===== config.mk =====
export PLATFORM = sky130hd
export DESIGN_NAME = multicycle_controller_flat
export DESIGN_NICKNAME = d
export VERILOG_FILES = /design/src/rtl/mc_pkg.sv /design/src/rtl/multicycle_controller_if.sv /design/src/rtl/mc_opclass.sv /design/src/rtl/multicycle_controller.sv /design/src/flat_wrapper.sv
export SDC_FILE = /design/constraint.sdc
export NUM_CORES = 1
export LEC_CHECK = 0
export CORE_ASPECT_RATIO = 1.5
export CORE_MARGIN = 3
export CORE_UTILIZATION = 50
export DETAILED_ROUTE_END_ITERATION = 7
export PLACE_DENSITY = 0.84
export SYNTH_ARGS = -nofsm -noshare
export SYNTH_HDL_FRONTEND = slang
export SYNTH_SLANG_ARGS = --single-unit
export TNS_END_PERCENT = 20

===== constraint.sdc =====
create_clock -name clock -period 4.2 [get_ports clock]
set_input_delay 0.84 -clock clock [delete_from_list [all_inputs] [get_ports clock]]
set_output_delay 0.84 -clock clock [all_outputs]
set_load 0.005 [all_outputs]

===== src/rtl/mc_pkg.sv =====
// Shared definitions for the multicycle controller: FSM state codes, opcode
// values, opcode classes, ALU operation codes, mux select encodings and the
// bundle of single-bit control strobes.
package mc_pkg;

    typedef enum logic [3:0] {
        ST_FETCH    = 4'd0,
        ST_DECODE   = 4'd1,
        ST_EXEC_R   = 4'd2,
        ST_EXEC_I   = 4'd3,
        ST_ALU_WB   = 4'd4,
        ST_MEM_ADDR = 4'd5,
        ST_MEM_RD   = 4'd6,
        ST_MEM_WB   = 4'd7,
        ST_MEM_WR   = 4'd8,
        ST_BRANCH   = 4'd9,
        ST_JUMP     = 4'd10,
        ST_TRAP     = 4'd11
    } state_t;

    typedef enum logic [2:0] {
        CL_R       = 3'd0,
        CL_I       = 3'd1,
        CL_MEM     = 3'd2,
        CL_BR      = 3'd3,
        CL_J       = 3'd4,
        CL_ILLEGAL = 3'd5
    } opclass_t;

    // Opcode values (cast to the opcode width at the point of use)
    localparam int OP_J    = 1;
    localparam int OP_MOV  = 16;
    localparam int OP_NOT  = 17;
    localparam int OP_ADD  = 18;
    localparam int OP_SUB  = 19;
    localparam int OP_OR   = 20;
    localparam int OP_AND  = 21;
    localparam int OP_SLT  = 23;
    localparam int OP_BEQ  = 32;
    localparam int OP_BNE  = 33;
    localparam int OP_ADDI = 50;
    localparam int OP_SUBI = 51;
    localparam int OP_ORI  = 52;
    localparam int OP_ANDI = 53;
    localparam int OP_SLTI = 55;
    localparam int OP_LI   = 57;
    localparam int OP_LWI  = 59;
    localparam int OP_SWI  = 60;

    // ALU operation codes
    localparam logic [3:0] ALU_MOV = 4'd0;
    localparam logic [3:0] ALU_NOT = 4'd1;
    localparam logic [3:0] ALU_ADD = 4'd2;
    localparam logic [3:0] ALU_SUB = 4'd3;
    localparam logic [3:0] ALU_OR  = 4'd4;
    localparam logic [3:0] ALU_AND = 4'd5;
    localparam logic [3:0] ALU_SLT = 4'd7;

    // PCSrc encodings
    localparam logic [1:0] PCSRC_ALU    = 2'd0;
    localparam logic [1:0] PCSRC_ALUOUT = 2'd1;
    localparam logic [1:0] PCSRC_JUMP   = 2'd2;

    // ALUSrcB encodings
    localparam logic [1:0] SRCB_REGB  = 2'd0;
    localparam logic [1:0] SRCB_ONE   = 2'd1;
    localparam logic [1:0] SRCB_IMM   = 2'd2;
    localparam logic [1:0] SRCB_BROFF = 2'd3;

    // Every control output except ALUOP (whose width is a parameter)
    typedef struct packed {
        logic       pcwritecond;
        logic       pcwrite;
        logic       iord;
        logic       memread;
        logic       memwrite;
        logic       memtoreg;
        logic       irwrite;
        logic       beq;
        logic       alusrca;
        logic       regwrite;
        logic       regdst;
        logic [1:0] pcsrc;
        logic [1:0] alusrcb;
        logic       illegal;
        logic       instr_done;
    } ctrl_t;

endpackage


===== src/rtl/multicycle_controller_if.sv =====
// Controller <-> datapath bundle. The controller is the master: it drives the
// control strobes, state and counters, and receives the opcode and mem_ready.
interface multicycle_controller_if #(
    parameter int OPCODE_W = 6,
    parameter int ALUOP_W  = 4,
    parameter int CNT_W    = 32
);
    logic [OPCODE_W-1:0] OPcode;
    logic                mem_ready;

    logic                PCWriteCond;
    logic                PCWrite;
    logic                IorD;
    logic                MemRead;
    logic                MemWrite;
    logic                MemtoReg;
    logic                IRWrite;
    logic                BEQ;
    logic                ALUSrcA;
    logic                RegWrite;
    logic                RegDst;
    logic [1:0]          PCSrc;
    logic [ALUOP_W-1:0]  ALUOP;
    logic [1:0]          ALUSrcB;
    logic [3:0]          state;
    logic                illegal;
    logic                instr_done;
    logic [CNT_W-1:0]    instr_count;

    modport master (
        input  OPcode, mem_ready,
        output PCWriteCond, PCWrite, IorD, MemRead, MemWrite, MemtoReg,
               IRWrite, BEQ, ALUSrcA, RegWrite, RegDst, PCSrc, ALUOP,
               ALUSrcB, state, illegal, instr_done, instr_count
    );

    modport slave (
        output OPcode, mem_ready,
        input  PCWriteCond, PCWrite, IorD, MemRead, MemWrite, MemtoReg,
               IRWrite, BEQ, ALUSrcA, RegWrite, RegDst, PCSrc, ALUOP,
               ALUSrcB, state, illegal, instr_done, instr_count
    );
endinterface


===== src/rtl/mc_opclass.sv =====
// Combinational opcode classifier: maps an opcode onto the instruction class
// that selects the post-DECODE state. Unlisted opcodes are illegal.
module mc_opclass
    import mc_pkg::*;
#(
    parameter int OPCODE_W = 6
) (
    input  logic [OPCODE_W-1:0] opcode,
    output opclass_t            opclass
);

    // Full-width compare so that wider opcodes never alias onto legal ones
    always_comb begin
        opclass = CL_ILLEGAL;
        case (opcode)
            OPCODE_W'(OP_J):    opclass = CL_J;
            OPCODE_W'(OP_MOV),
            OPCODE_W'(OP_NOT),
            OPCODE_W'(OP_ADD),
            OPCODE_W'(OP_SUB),
            OPCODE_W'(OP_OR),
            OPCODE_W'(OP_AND),
            OPCODE_W'(OP_SLT):  opclass = CL_R;
            OPCODE_W'(OP_BEQ),
            OPCODE_W'(OP_BNE):  opclass = CL_BR;
            OPCODE_W'(OP_ADDI),
            OPCODE_W'(OP_SUBI),
            OPCODE_W'(OP_ORI),
            OPCODE_W'(OP_ANDI),
            OPCODE_W'(OP_SLTI),
            OPCODE_W'(OP_LI):   opclass = CL_I;
            OPCODE_W'(OP_LWI),
            OPCODE_W'(OP_SWI):  opclass = CL_MEM;
            default:            opclass = CL_ILLEGAL;
        endcase
    end

endmodule


===== src/rtl/multicycle_controller.sv =====
// Multicycle CPU control unit: FSM sequencing FETCH/DECODE/execute states,
// combinational control decode of state and opcode, retired-instruction count.
// Optional build macro MC_STALL_EN: FETCH, MEM_RD and MEM_WR wait for
// mem_ready; without it mem_ready is ignored.
module multicycle_controller
    import mc_pkg::*;
#(
    parameter int OPCODE_W = 6,
    parameter int ALUOP_W  = 4,
    parameter int CNT_W    = 32
) (
    input  logic                    clock,
    input  logic                    reset,
    multicycle_controller_if.master bus
);

    state_t              state_reg;
    logic [CNT_W-1:0]    count_reg;
    logic [OPCODE_W-1:0] opcode;
    opclass_t            opclass;
    logic                is_lwi;
    logic                is_li;
    logic                is_beq;
    logic                mem_ok;
    ctrl_t               ctrl_c;
    ctrl_t               ctrl_q;
    logic [3:0]          aluop_c;

    assign opcode = bus.OPcode;
    assign is_lwi = (opcode == OPCODE_W'(OP_LWI));
    assign is_li  = (opcode == OPCODE_W'(OP_LI));
    assign is_beq = (opcode == OPCODE_W'(OP_BEQ));

`ifdef MC_STALL_EN
    assign mem_ok = bus.mem_ready;
`else
    // Memory is assumed single-cycle; mem_ready has no effect
    logic unused_mem_ready;
    assign unused_mem_ready = bus.mem_ready;
    assign mem_ok = 1'b1;
`endif

    mc_opclass #(.OPCODE_W(OPCODE_W)) u_opclass (
        .opcode  (opcode),
        .opclass (opclass)
    );

    // State sequencing and retired-instruction counter
    always_ff @(posedge clock or negedge reset) begin
        if (!reset) begin
            state_reg <= ST_FETCH;
            count_reg <= '0;
        end else begin
            if (ctrl_c.instr_done) begin
                count_reg <= count_reg + CNT_W'(1);
            end
            case (state_reg)
                ST_FETCH:    if (mem_ok) state_reg <= ST_DECODE;
                ST_DECODE: begin
                    case (opclass)
                        CL_R:    state_reg <= ST_EXEC_R;
                        CL_I:    state_reg <= ST_EXEC_I;
                        CL_MEM:  state_reg <= ST_MEM_ADDR;
                        CL_BR:   state_reg <= ST_BRANCH;
                        CL_J:    state_reg <= ST_JUMP;
                        default: state_reg <= ST_TRAP;
                    endcase
                end
                ST_EXEC_R,
                ST_EXEC_I:   state_reg <= ST_ALU_WB;
                ST_MEM_ADDR: state_reg <= is_lwi ? ST_MEM_RD : ST_MEM_WR;
                ST_MEM_RD:   if (mem_ok) state_reg <= ST_MEM_WB;
                ST_MEM_WR:   if (mem_ok) state_reg <= ST_FETCH;
                ST_TRAP:     state_reg <= ST_TRAP;
                default:     state_reg <= ST_FETCH;
            endcase
        end
    end

    // Control decode: anything a state does not drive stays 0
    always_comb begin
        ctrl_c  = '0;
        aluop_c = ALU_MOV;
        case (state_reg)
            ST_FETCH: begin
                ctrl_c.memread = 1'b1;
                ctrl_c.irwrite = mem_ok;
                ctrl_c.pcwrite = mem_ok;
                ctrl_c.alusrcb = SRCB_ONE;
                ctrl_c.pcsrc   = PCSRC_ALU;
                aluop_c        = ALU_ADD;
            end
            ST_DECODE: begin
                ctrl_c.alusrcb = SRCB_BROFF;
                aluop_c        = ALU_ADD;
            end
            ST_EXEC_R: begin
                ctrl_c.alusrca = 1'b1;
                ctrl_c.alusrcb = SRCB_REGB;
                aluop_c        = opcode[3:0];
            end
            ST_EXEC_I: begin
                ctrl_c.alusrca = 1'b1;
                ctrl_c.alusrcb = SRCB_IMM;
                aluop_c        = is_li ? ALU_MOV : opcode[3:0];
            end
            ST_ALU_WB: begin
                ctrl_c.regwrite   = 1'b1;
                ctrl_c.regdst     = (opclass == CL_R);
                ctrl_c.instr_done = 1'b1;
            end
            ST_MEM_ADDR: begin
                ctrl_c.alusrcb = SRCB_IMM;
                aluop_c        = ALU_MOV;
            end
            ST_MEM_RD: begin
                ctrl_c.memread = 1'b1;
                ctrl_c.iord    = 1'b1;
            end
            ST_MEM_WB: begin
                ctrl_c.regwrite   = 1'b1;
                ctrl_c.memtoreg   = 1'b1;
                ctrl_c.instr_done = 1'b1;
            end
            ST_MEM_WR: begin
                ctrl_c.memwrite   = 1'b1;
                ctrl_c.iord       = 1'b1;
                ctrl_c.instr_done = mem_ok;
            end
            ST_BRANCH: begin
                ctrl_c.alusrca     = 1'b1;
                ctrl_c.alusrcb     = SRCB_REGB;
                ctrl_c.pcwritecond = 1'b1;
                ctrl_c.pcsrc       = PCSRC_ALUOUT;
                ctrl_c.beq         = is_beq;
                ctrl_c.instr_done  = 1'b1;
                aluop_c            = ALU_SUB;
            end
            ST_JUMP: begin
                ctrl_c.pcwrite    = 1'b1;
                ctrl_c.pcsrc      = PCSRC_JUMP;
                ctrl_c.instr_done = 1'b1;
            end
            ST_TRAP: begin
                ctrl_c.illegal = 1'b1;
            end
            default: begin
                ctrl_c = '0;
            end
        endcase
    end

    // Outputs are forced low while reset is held, independent of the clock
    assign ctrl_q = reset ? ctrl_c : '0;

    assign bus.PCWriteCond = ctrl_q.pcwritecond;
    assign bus.PCWrite     = ctrl_q.pcwrite;
    assign bus.IorD        = ctrl_q.iord;
    assign bus.MemRead     = ctrl_q.memread;
    assign bus.MemWrite    = ctrl_q.memwrite;
    assign bus.MemtoReg    = ctrl_q.memtoreg;
    assign bus.IRWrite     = ctrl_q.irwrite;
    assign bus.BEQ         = ctrl_q.beq;
    assign bus.ALUSrcA     = ctrl_q.alusrca;
    assign bus.RegWrite    = ctrl_q.regwrite;
    assign bus.RegDst      = ctrl_q.regdst;
    assign bus.PCSrc       = ctrl_q.pcsrc;
    assign bus.ALUSrcB     = ctrl_q.alusrcb;
    assign bus.illegal     = ctrl_q.illegal;
    assign bus.instr_done  = ctrl_q.instr_done;
    assign bus.ALUOP       = reset ? ALUOP_W'(aluop_c) : '0;
    assign bus.state       = state_reg;
    assign bus.instr_count = count_reg;

endmodule


===== src/flat_wrapper.sv =====
// flat-port wrapper written by rule: the top's interface ports become plain ports
module multicycle_controller_flat import mc_pkg::*;
#(
    parameter int OPCODE_W = 6,
    parameter int ALUOP_W  = 4,
    parameter int CNT_W    = 32
)
  (clock, reset, bus_OPcode, bus_mem_ready, bus_PCWriteCond, bus_PCWrite, bus_IorD, bus_MemRead, bus_MemWrite, bus_MemtoReg, bus_IRWrite, bus_BEQ, bus_ALUSrcA, bus_RegWrite, bus_RegDst, bus_PCSrc, bus_ALUOP, bus_ALUSrcB, bus_state, bus_illegal, bus_instr_done, bus_instr_count);
  multicycle_controller_if #(.OPCODE_W(OPCODE_W), .ALUOP_W(ALUOP_W), .CNT_W(CNT_W)) bus_i ();
  input  logic clock;
  input  logic reset;
  input wire logic [$bits(bus_i.OPcode)-1:0] bus_OPcode;
  input wire logic [$bits(bus_i.mem_ready)-1:0] bus_mem_ready;
  output wire logic [$bits(bus_i.PCWriteCond)-1:0] bus_PCWriteCond;
  output wire logic [$bits(bus_i.PCWrite)-1:0] bus_PCWrite;
  output wire logic [$bits(bus_i.IorD)-1:0] bus_IorD;
  output wire logic [$bits(bus_i.MemRead)-1:0] bus_MemRead;
  output wire logic [$bits(bus_i.MemWrite)-1:0] bus_MemWrite;
  output wire logic [$bits(bus_i.MemtoReg)-1:0] bus_MemtoReg;
  output wire logic [$bits(bus_i.IRWrite)-1:0] bus_IRWrite;
  output wire logic [$bits(bus_i.BEQ)-1:0] bus_BEQ;
  output wire logic [$bits(bus_i.ALUSrcA)-1:0] bus_ALUSrcA;
  output wire logic [$bits(bus_i.RegWrite)-1:0] bus_RegWrite;
  output wire logic [$bits(bus_i.RegDst)-1:0] bus_RegDst;
  output wire logic [$bits(bus_i.PCSrc)-1:0] bus_PCSrc;
  output wire logic [$bits(bus_i.ALUOP)-1:0] bus_ALUOP;
  output wire logic [$bits(bus_i.ALUSrcB)-1:0] bus_ALUSrcB;
  output wire logic [$bits(bus_i.state)-1:0] bus_state;
  output wire logic [$bits(bus_i.illegal)-1:0] bus_illegal;
  output wire logic [$bits(bus_i.instr_done)-1:0] bus_instr_done;
  output wire logic [$bits(bus_i.instr_count)-1:0] bus_instr_count;
  assign bus_i.OPcode = bus_OPcode;
  assign bus_i.mem_ready = bus_mem_ready;
  assign bus_PCWriteCond = bus_i.PCWriteCond;
  assign bus_PCWrite = bus_i.PCWrite;
  assign bus_IorD = bus_i.IorD;
  assign bus_MemRead = bus_i.MemRead;
  assign bus_MemWrite = bus_i.MemWrite;
  assign bus_MemtoReg = bus_i.MemtoReg;
  assign bus_IRWrite = bus_i.IRWrite;
  assign bus_BEQ = bus_i.BEQ;
  assign bus_ALUSrcA = bus_i.ALUSrcA;
  assign bus_RegWrite = bus_i.RegWrite;
  assign bus_RegDst = bus_i.RegDst;
  assign bus_PCSrc = bus_i.PCSrc;
  assign bus_ALUOP = bus_i.ALUOP;
  assign bus_ALUSrcB = bus_i.ALUSrcB;
  assign bus_state = bus_i.state;
  assign bus_illegal = bus_i.illegal;
  assign bus_instr_done = bus_i.instr_done;
  assign bus_instr_count = bus_i.instr_count;
  multicycle_controller #(.OPCODE_W(OPCODE_W), .ALUOP_W(ALUOP_W), .CNT_W(CNT_W)) u_core (.clock(clock), .reset(reset), .bus(bus_i));
endmodule

==> results of run 1 <==
## cell usage after synthesis, types with 3 or more instances
cell type and count:
nand4_1 8, o21ai_0 5, a21oi_1 7, nor2_1 17, clkbuf_1 5, nor3_4 3
nand2_1 25, xor2_1 4, and4_1 4, dfrtp_1 36, and3_1 8, xnor2_1 28
nand3_1 18, inv_1 6, nor2b_1 3, nor3_1 5, nand2b_1 3
## area by class of cell
type	count	area [µm²]	area share, %
sequential	36	901	30.5
clock inverter	1	7.51	0.254
timing repair buffer	67	658	22.3
tap	45	56.3	1.91
inverter	6	22.5	0.763
multi-input combinational	177	1220	41.3
clock buffer	7	86.3	2.93
## worst max-delay path, cell delays in order
cell and delay [ns]:
clkdlybuf4s50_1 0.57, nor2b_1 0.32, nand2_1 0.15, or3_1 0.37, nor4_1 0.19, clkdlybuf4s50_1 0.55
## power groups by stage
stage	registers [mW]	logic (mW)	clock network, mW
6_report	0.492	0.517	0.252
5_1_grt	0.503	0.572	0.274
4_1_cts	0.491	0.522	0.256
3_5_place_dp	0.498	0.518	0
3_3_place_gp	0.495	0.513	0
2_1_floorplan	0.452	0.331	0
## metal layers
layer	wire length (µm)	track usage (%)	up-vias	part of all wire (%)
met4	96	8.27	0	1.8
met3	238	3.56	9	4.5
li1	-	-	936	-
met2	2880	40.4	57	54
met5	0	0	-	0
met1	2120	27.0	939	40
## worst max-delay path by stage
stage	from	slack [ns]	cells after the start	endpoint
after global routing	bus_OPcode[5]	0.28	6	bus_BEQ
final	bus_OPcode[5]	0.35	6	bus_BEQ
after global placement	bus_OPcode[5]	0.35	6	bus_BEQ
after CTS	bus_OPcode[5]	0.36	6	bus_BEQ
after detailed placement	bus_OPcode[5]	0.37	6	bus_BEQ
after floorplan	bus_OPcode[2]	1.45	5	bus_BEQ
## kinds of logic (layout without fill, tap and decap cells)
kind of cell,after synthesis,after routing,synth area share (%)
flip-flops,36,36,41.2
multiplexers,3,3,1.43
AO/OA/AOI/OAI,30,30,10.4
XOR/XNOR,33,33,13.6
AND/OR/NAND/NOR,110,110,29.8
adder cells (fa/ha/maj),1,1,0.572
buffers and inverters,15,81,3.03
==> parameters.txt, run 1 <==
Parameter                              Value

CTS
  Clock transition at path regs    around 0.07 ns
  TritonCTS Buffers    5
  Clock root buffer master    clkbuf_8
  Setup fix buffers added after clock tree synthesis    0
  Clock tree from TritonCTS    built
  Deepest level of the CTS H-tree    2
  Hold bufs inserted after CTS    0
  Clock Latency Late Sink    0.28 ns
  Number of gates resized after CTS    0
  Bufs on Longest Clock Path    2
  Total number of clock tree sinks    36

Power and ir drop
  Net switching power of the design    0.453 mW
  Part of the power in the clock network    20.0%
  Power density over cell area    427 nW/µm²
  Part of the total power dissipated in sequential elements    39.0%
  Switching share of power    35.9%
  Max rail drop VDD    0.371 mV
  Cell-internal power    roughly 0.81 mW
  Power consumption    1.26 mW
  Combinational power share    41.0%
  Static leakage    1.23 nW

Critical path
  Highest net fanout along the worst path    6
  Critical Path Source Type    input port
  Number of cell instances on the worst register-to-register path    5
  Flop2flop setup slack    1.94 ns
  R2R Path Start    u_core.bus.state[1]$_DFF_PN0_
  Worst setup path class    input port to output port
  Arr. time, crit path    around 3 ns
  Type of element capturing the critical path    output port
  R2R Path End    u_core.bus.instr_count[11]$_DFFE_PN0N_
  Critical path data required time    3.36 ns

Synthesis
  Count of unique library cells instantiated by Yosys    53
  Count of flip-flops with a built-in enable after synthesis    0
  Synthesis-stage register bit count    36
  Part of the Yosys area used for sequential elements    about two fifths
  Share of flip-flops with an asynchronous set or reset after synthesis    100%
  Area contributors post-synth    dfrtp_1 (41%), xnor2_1 (11%), nand2_1 (4.3%)
  Yosys warning count    0
  Netlist Area Pre-Place    2190 µm²
  Synth area leader    dfrtp_1
  Cell count after synthesis    between 200 and 250
  Ys flop type    dfrtp_1
  Net count after synthesis    between 200 and 250
  Average footprint of a synthesized cell    9.59 µm²
  Fraction of post-synthesis cell area in the top cell type by area    41.2%

Floorplan
  Starting utilization of the core area    53.8%
  Top-level I/O count    66
  Placeable Area    4060 µm²
  Die ar.    5220 µm²
  Core Rows    28
  Height of the chip    between 80 and 90 µm
  Die X-Extent    around 60 µm

Placed design
  Dpl cells    approximately 330
  Post-place setup slack    about 0.37 ns
  Final RePlAce weighted congestion    0.937
  PortBufs    64
  Area of placed instances    roughly 2900 µm²
  Total half-perimeter wirelength after legalization and detailed placement    4000 µm

Cells and area
  Area growth from synthesis to layout    35.0%
  Number of standard cells in the layout, taps in and fillers out    339
  Commonest non-fill, non-tap cells in the layout    clkdlybuf4s50_1 (63), dfrtp_1 (36), xnor2_1 (28)
  Most frequent standard cell in the layout excluding fill and tap cells    clkdlybuf4s50_1
  Number of flip-flops under the largest register name    32
  Filler Cell Count    305
  Fraction of final layout cells sized beyond drive strength 1    8.84%
  Final standard cell area without fillers    approximately 3000 µm²
  Final net count    roughly 300
  Utilization of the core after routing    between 70% and 80%
  Antenna diode count    0

Timing
  Fin crit share    91.6%
  Relative slew slack    49.8%
  Worst setup slack after layout    0.354 ns
  Clock Skews    between 0.007 and 0.008 ns
  Final setup violation count    0
  Worst hold slack after final layout    ~0.39 ns
  Maximum operating frequency    0.260 GHz
  Hold violation total from the final report    0
  Unrepaired setup endpoints after global routing    no
  Number of max-slew violations in the final report    0
  Slew of the pin with the lowest slew margin    0.753 ns
  Setup TNS Final    0 ns
  Final min period    ~3.8 ns

Detailed routing
  Total wire length after detailed routing    5340 µm
  Number of vias per cell after detailed routing    5.73
  Average routed wire per standard cell    ~16 µm
  Total number of vias    1941
  Router iterations before antenna repair    4
  Total DRC errors in the routed layout    0
  Residual antenna-violating net count after detailed routing    0
  Number of DRC markers in iteration 0    roughly 150

Run status
  Status    completed

Global routing
  First-pass GRT wire length    9230 µm
  Remaining global-route overflow    0
  Overall track demand over capacity in global routing    between 20 and 25%
  Number of antenna violations at the first check in global routing    0
  Via count of the first global-routing pass    2002
  Largest net degree at the start of global routing    23

Worst hold path
  Min-delay worst type    input port to async pin

Job
  Reported max-cap violation count    0
Note: power is estimated with default switching activity, not from simulation.
==> run 2: changes to the inputs <==
Settings changed: ABC_CLOCK_PERIOD_IN_PS set to 4200.
==> results of run 2 <==
Same layout as run 1: the final DEF is identical, and so are final timing and power.
